[config.mk]
export PLATFORM = sky130hd
export DESIGN_NAME = arb_rr4_dec_ctrl
export DESIGN_NICKNAME = d
export VERILOG_FILES = /design/src/rtl/arb_rr4_dec_ctrl.sv
export SDC_FILE = /design/constraint.sdc
export NUM_CORES = 1
export LEC_CHECK = 0
export ABC_AREA = 1
export CAP_MARGIN = 25
export CORE_MARGIN = 1
export CORE_UTILIZATION = 35
export CTS_BUF_LIST = sky130_fd_sc_hd__clkbuf_4 sky130_fd_sc_hd__clkbuf_8
export DETAILED_ROUTE_END_ITERATION = 12
export GPL_TIMING_DRIVEN = 0
export PLACE_DENSITY_LB_ADDON = 0.1
export SETUP_SLACK_MARGIN = 0.3
export SYNTH_ARGS = -nofsm -noshare
export SYNTH_HDL_FRONTEND = slang
export SYNTH_SLANG_ARGS = --single-unit
[constraint.sdc]
create_clock -name clk_in -period 4.6 [get_ports clk_in]
set_clock_uncertainty 0.2 [all_clocks]
set_input_delay 0.92 -clock clk_in [delete_from_list [all_inputs] [get_ports clk_in]]
set_output_delay 0.92 -clock clk_in [all_outputs]
set_load 0.1 [all_outputs]
[src/rtl/arb_rr4_dec_ctrl.sv]
// ---------------------------------------------------------------------------
// arb_rr4_dec_ctrl : 4-way round-robin arbiter driving a 2-to-4 decoder.
// Rev 1.0
// ---------------------------------------------------------------------------
`default_nettype none

module arb_rr4_dec_ctrl #(
  parameter int unsigned MAX_HOLD = 8,
  parameter int unsigned CNT_W    = 8
) (
  input  logic       clk_in,
  input  logic       rst_in,
  input  logic [3:0] req_in,
  output logic [1:0] sel_out,
  output logic       en_out,
  output logic [3:0] gnt_out,
  output logic       busy_out,
  output logic       timeout_out
);

  localparam logic [CNT_W-1:0] C_HOLD_LAST = CNT_W'(MAX_HOLD - 1);
  localparam logic [CNT_W-1:0] C_CNT_ONE   = CNT_W'(1);

  typedef enum logic [0:0] {
    S_IDLE  = 1'b0,
    S_GRANT = 1'b1
  } state_t;

  state_t           r_state;
  logic [1:0]       r_ptr;
  logic [CNT_W-1:0] r_hold;
  logic [1:0]       r_sel;
  logic             r_en;
  logic [3:0]       r_gnt;
  logic             r_tmo;

  logic [3:0]       w_gmask;
  logic             w_drop;
  logic             w_tmo;
  logic [3:0]       w_cand;
  logic [1:0]       w_pick_idle;
  logic [1:0]       w_pick_rel;

  // First set bit of req scanning start, start+1, ... (mod 4).
  function automatic logic [1:0] f_pick(input logic [1:0] start, input logic [3:0] req);
    logic [1:0] res;
    logic [1:0] idx;
    res = start;
    for (int i = 3; i >= 0; i--) begin
      idx = start + 2'(i);
      if (req[idx]) res = idx;
    end
    return res;
  endfunction

  always_comb begin
    w_gmask     = 4'b0001 << r_sel;
    w_drop      = ~req_in[r_sel];
    w_tmo       = req_in[r_sel] && (r_hold == C_HOLD_LAST);
    // A timed-out holder stays eligible; scanning from g+1 makes it last.
    w_cand      = w_drop ? (req_in & ~w_gmask) : req_in;
    w_pick_idle = f_pick(r_ptr, req_in);
    w_pick_rel  = f_pick(r_sel + 2'd1, w_cand);
  end

  always_ff @(posedge clk_in) begin
    if (rst_in) begin
      r_state <= S_IDLE;
      r_ptr   <= 2'd0;
      r_hold  <= '0;
      r_sel   <= 2'd0;
      r_en    <= 1'b0;
      r_gnt   <= 4'b0000;
      r_tmo   <= 1'b0;
    end else begin
      r_tmo <= 1'b0;
      case (r_state)
        S_IDLE: begin
          if (req_in != 4'b0000) begin
            r_sel   <= w_pick_idle;
            r_gnt   <= 4'b0001 << w_pick_idle;
            r_en    <= 1'b1;
            r_hold  <= '0;
            r_state <= S_GRANT;
          end
        end
        S_GRANT: begin
          if (!w_drop && !w_tmo) begin
            r_hold <= r_hold + C_CNT_ONE;
          end else begin
            r_ptr <= r_sel + 2'd1;
            r_tmo <= w_tmo;
            if (w_cand != 4'b0000) begin
              r_sel  <= w_pick_rel;
              r_gnt  <= 4'b0001 << w_pick_rel;
              r_hold <= '0;
            end else begin
              r_en    <= 1'b0;
              r_gnt   <= 4'b0000;
              r_state <= S_IDLE;
            end
          end
        end
        default: r_state <= S_IDLE;
      endcase
    end
  end

  assign sel_out     = r_sel;
  assign en_out      = r_en;
  assign gnt_out     = r_gnt;
  assign busy_out    = r_en;
  assign timeout_out = r_tmo;

endmodule

`default_nettype wire

# Yosys cells after proc, flatten, opt, wreduce, memory -nomap -nowiden
# Cells that the tools add are included.
# W data, S select, Z words.
word_totals:
  register_bits: 19
  inputBits: 6
op_classes:
  n_addsub: 8
  n_lt_le_gt_ge: 9
  n_eq_ne: 6
  n_shift: 3
  n_mux: 47
  n_bitwise: 4
  n_reduce_logical: 11
ops:
  columns: ["operator", "n"]
  rows:
  - ["$lt A2 B3 Y1 const B", 9]
  - ["$mux W8", 3]
  - ["$mux W2", 11]
  - ["$bmux W1 S2", 9]
  - ["$mux W4", 4]
  - ["$pmux W8 S2", 1]
  - ["$mux W1", 15]
  - ["$shl A1 B2 Y4 const A", 3]
  - ["$add A2 B2 Y2 const B", 4]
  - ["$add A8 B1 Y8 const B", 1]
  - ["$eq A8 B3 Y1 const B", 1]
  - ["$pmux W4 S2", 1]
  - ["$reduce_bool A4 Y1", 2]
  - ["$add A2 B1 Y2 const B", 3]
  - ["$ne A2 B2 Y1 const B", 3]
  - ["$reduce_and A2 Y1", 3]
  - ["$reduce_and A3 Y1", 2]
  - ["$and A4 B4 Y4", 1]
  - ["$not A4 Y4", 1]
  - ["$pmux W1 S2", 2]
  - ["$pmux W2 S2", 1]
  - ["$ne A3 B1 Y1 const B", 1]
  - ["$reduce_or A3 Y1", 1]
  - ["$logic_and A1 B1 Y1", 2]
  - ["other kinds (3)", 4]

# Logic depth before layout (Yosys ltp)
logic_depth:
  word_depth: 14
  ltp_mapped: 15
  mapped_depth_nobuf: 14

# Worst setup path before layout
# OpenSTA, ideal clock, no wires.
synth_timing:
  kind: "reg-to-output"
  start: "register r_en, in the netlist busy_out"
  end: "output port en_out"
  arrival_time_ns: 1.368
  required_time_ns: 3.480
  setup_slack_ns: 2.112
  path_stages_with_launch: 2
  n_path_buf: 1
  cell_sequence: "dfxtp_1 buf_4"
synth_rtl:
  columns: ["item", "line", "rtl"]
  rows:
  - ["start: declaration", "33", "logic r_en;"]
  - ["start signal: assignment", "72", "r_en <= 1'b0;"]
  - ["start signal: assignment", "82", "r_en <= 1'b1;"]
  - ["start signal: assignment", "98", "r_en <= 1'b0;"]
  - ["end: declaration", "15", "output logic en_out,"]
# No word-level cell between the ends.

# Worst setup path in the final report
layout_timing:
  start: "register r_sel[1], in the netlist sel_out[1]"
  end: "output port sel_out[1]"
layout_rtl:
  columns: ["item", "line", "rtl"]
  rows:
  - ["start: declaration", "32", "logic [1:0] r_sel;"]
  - ["start signal: assignment", "80", "r_sel <= w_pick_idle;"]
  - ["start signal: assignment", "94", "r_sel <= w_pick_rel;"]
  - ["end: declaration", "14", "output logic [1:0] sel_out,"]
# No word-level cell between the ends.

==> metrics.cfg <==
[run_status]
status = completed

[place]
port_buffers = 13
post-place-ws_ns = 1.52
dp_hpwl_um = 2310
routabilityCongestion = 0.801

[power_and_ir_drop]
ir_drop_v = 0.000153
totalPowerFinal_w = 0.000867
power.leakage_nw = 0.741
power.density_mw_per_mm2 = 551

[critical_path]
startpoint_type = register
crit_type = reg -> out
slowest_stage = clkdlybuf4s50_1
end_kind = output port
cp_top_family = buffers and inverters
critPathMaxFanout = 8
path_buf_inv = 1
cp.arrival_ns = 1.90
required_ns = 3.48
path_cells = clkdlybuf4s50_1
cpPeakStageDelay_ns = 1.18

[synthesis]
ys_seq_area_share_pct = 28.4
netlist.area_leader.share_pct = 28.4
synth_warnings = 0
synth_nets = 228
syn_area_mm2 = 0.00134
yosysTopAreaCell = dfxtp_1
synthesis.instances = 221
synth_area_leaders = dfxtp_1, nand2_1, nand3_1, inv_1, a21oi_1
syn_area_per_cell_um2 = 6.06
ys_seq_elements = 19
yosysUniqueCellTypes = 30

[timing]
period_minus_slack_ns = 3.02
fin_ws_ns = 1.58
min_period_over_period_pct = 65.6
worst_pin_slew_ns = 0.962
rsz0062_at_grt = false
slew_viol_final = 0
hold_viol = 0
fin_tns_setup_ns = 0
max_freq_mhz = 331
setup_viol = 0
slew_headroom_pct = 35.7

[clock_network]
postCtsSetupBuffers = 0
clock_latency_ns = 0.26
clk_pin_slew_ns = 0.07
htree_levels = 1
cts.sinks = 19
cts_resized = 0
cts_buffer_depth = 2
clock-root-buffer = clkbuf_8
cts_tree = done
hold_buffers = 0
cts_buffers = 3

[route]
dr.pass1.iters = 4
ant_nets = 0
num_vias = 1371
wl_per_cell_um = 10.6
remaining_drc_errors = 0
drt_wl_total_um = 3020
drt_iter0_drc = 130
viasPerCell = 4.79

[finish]
drive_above_1_share_pct = 11.3
syn2layout_area_growth_pct = 17.7
seq_area_um2 = 380
antenna_cells = 0
multi_input_area_um2 = 813
nNetsFinal = 246
fillers = 411
finish.utilization_pct = 43.0

[floorplan]
core_mm2 = 0.00366
dieArea_mm2 = 0.00408
dieHeight_um = 63.8
row_count = 22
design.portCount = 15
die_x_um = 63.8
start_util_pct = 36.6

[global_routing]
antenna_found_initial = 0
grt_pass1_vias = 1264
grt_max_degree = 12
grt_pass1_wl_um = 5460
grt_remaining_overflow = 0
grt_use_total_pct = 16.8

[run]
cap_violations = 0

[min_path]
hp-class = reg -> reg

## flip-flops by register name, indices dropped and copies added (netlist names)
name and cells:
r_ptr 2, r_hold 8, r_state 1, sel_out 2, busy_out 1, timeout_out 1, gnt_out 4
## worst paths after layout
| kind | from | to | slack [ns] | cells after the start |
|---|---|---|---|---|
| setup reg to reg | sel_out[0] | sel_out[1] | 2.73 | 13 |
| setup / recovery | sel_out[1] | sel_out[1] | 1.58 | 1 |
| hold reg to reg | r_hold[7] | r_hold[7] | 0.27 | 2 |
| hold / removal | r_hold[7] | r_hold[7] | 0.27 | 2 |
## synthesized netlist by cell type (all sizes together)
master / count
ha: 1
nor4: 2
dfxtp: 19
o211ai: 1
nand4: 3
clkbuf: 2
o21ai: 16
and3: 1
a21oi: 14
and2: 1
xor2: 1
buf: 3
inv: 28
nor3: 2
nand3b: 1
nand2: 86
o21a: 1
nand3: 25
a21boi: 1
a211oi: 1
nor2: 12
## layout by cell type, fill, tap and decap left out, types with 2 or more instances in the layout
master and count:
clkdlybuf4s50_1 13, nand2_1 77, o21ai_0 13, inv_2 5, inv_1 22, nor2_1 11, nand4_1 3, dfxtp_1 19
a21oi_1 14, nand3_1 25, clkbuf_1 2, buf_6 2, clkbuf_8 3, o21ai_1 2, nand2_2 9
## routing by layer
| metal | vias up | global-route usage (%) | share of wire, % | wire length [µm] |
|---|---|---|---|---|
| li1 | 752 | - | - | - |
| met1 | 607 | 22.4 | 50 | 1500 |
| met2 | 10 | 27.8 | 48 | 1440 |
| met3 | 2 | 2.32 | 2.1 | 63 |
| met4 | 0 | 5.11 | 0.63 | 19 |
| met5 | - | 0 | 0 | 0 |
## stage by stage
| step | hold slack (ns) | area [µm²] | instances |
|---|---|---|---|
| 6_report | 0.273 | 1580 | 286 |
| 3_3_place_gp | 0.261 | 1530 | 282 |
| 2_1_floorplan | 0.245 | 1340 | 221 |
| 5_1_grt | 0.311 | 1580 | 286 |
| 4_1_cts | 0.278 | 1580 | 286 |
| 3_5_place_dp | 0.268 | 1530 | 282 |
## worst register-to-register path, stage by stage (launching register included)
cell	delay [ns]
dfxtp_1	0.32
buf_6	0.14
inv_4	0.10
nand2_2	0.06
nand3_1	0.09
nand2_2	0.09
inv_1	0.07
nand2_2	0.07
nor2_4	0.20
inv_2	0.06
nand2_2	0.08
inv_2	0.07
o21ai_0	0.14
a21oi_1	0.05
## cell type report
cell class	count	area share, %
multi-input cells	169	51.6
flip-flops and latches	19	24.1
repair buffers	13	8.26
inverters	28	6.83
well taps	48	3.81
clock buffers	3	2.62
plain buffers	5	2.38
clock inverters	1	0.318
## cells by family after synthesis
group	share of synthesized area (%)
buffers and inverters	10.8
DFF	28.4
xor gates and xnor gates	0.654
and+or+nand+nor	45.4
adders and majority gates	0.934
AOI/OAI and AO/OA	13.7
## where the power goes
group	total, W	internal, W	leakage [nW]	switching, W
clock	0.000116	0.0000602	0.0255	0.0000555
sequential	0.000208	0.000189	0.156	0.0000193
combinational	0.000544	0.000161	0.560	0.000383
total	0.000867	0.000410	0.741	0.000458
No activity file was read; power rests on OpenSTA's default activity.
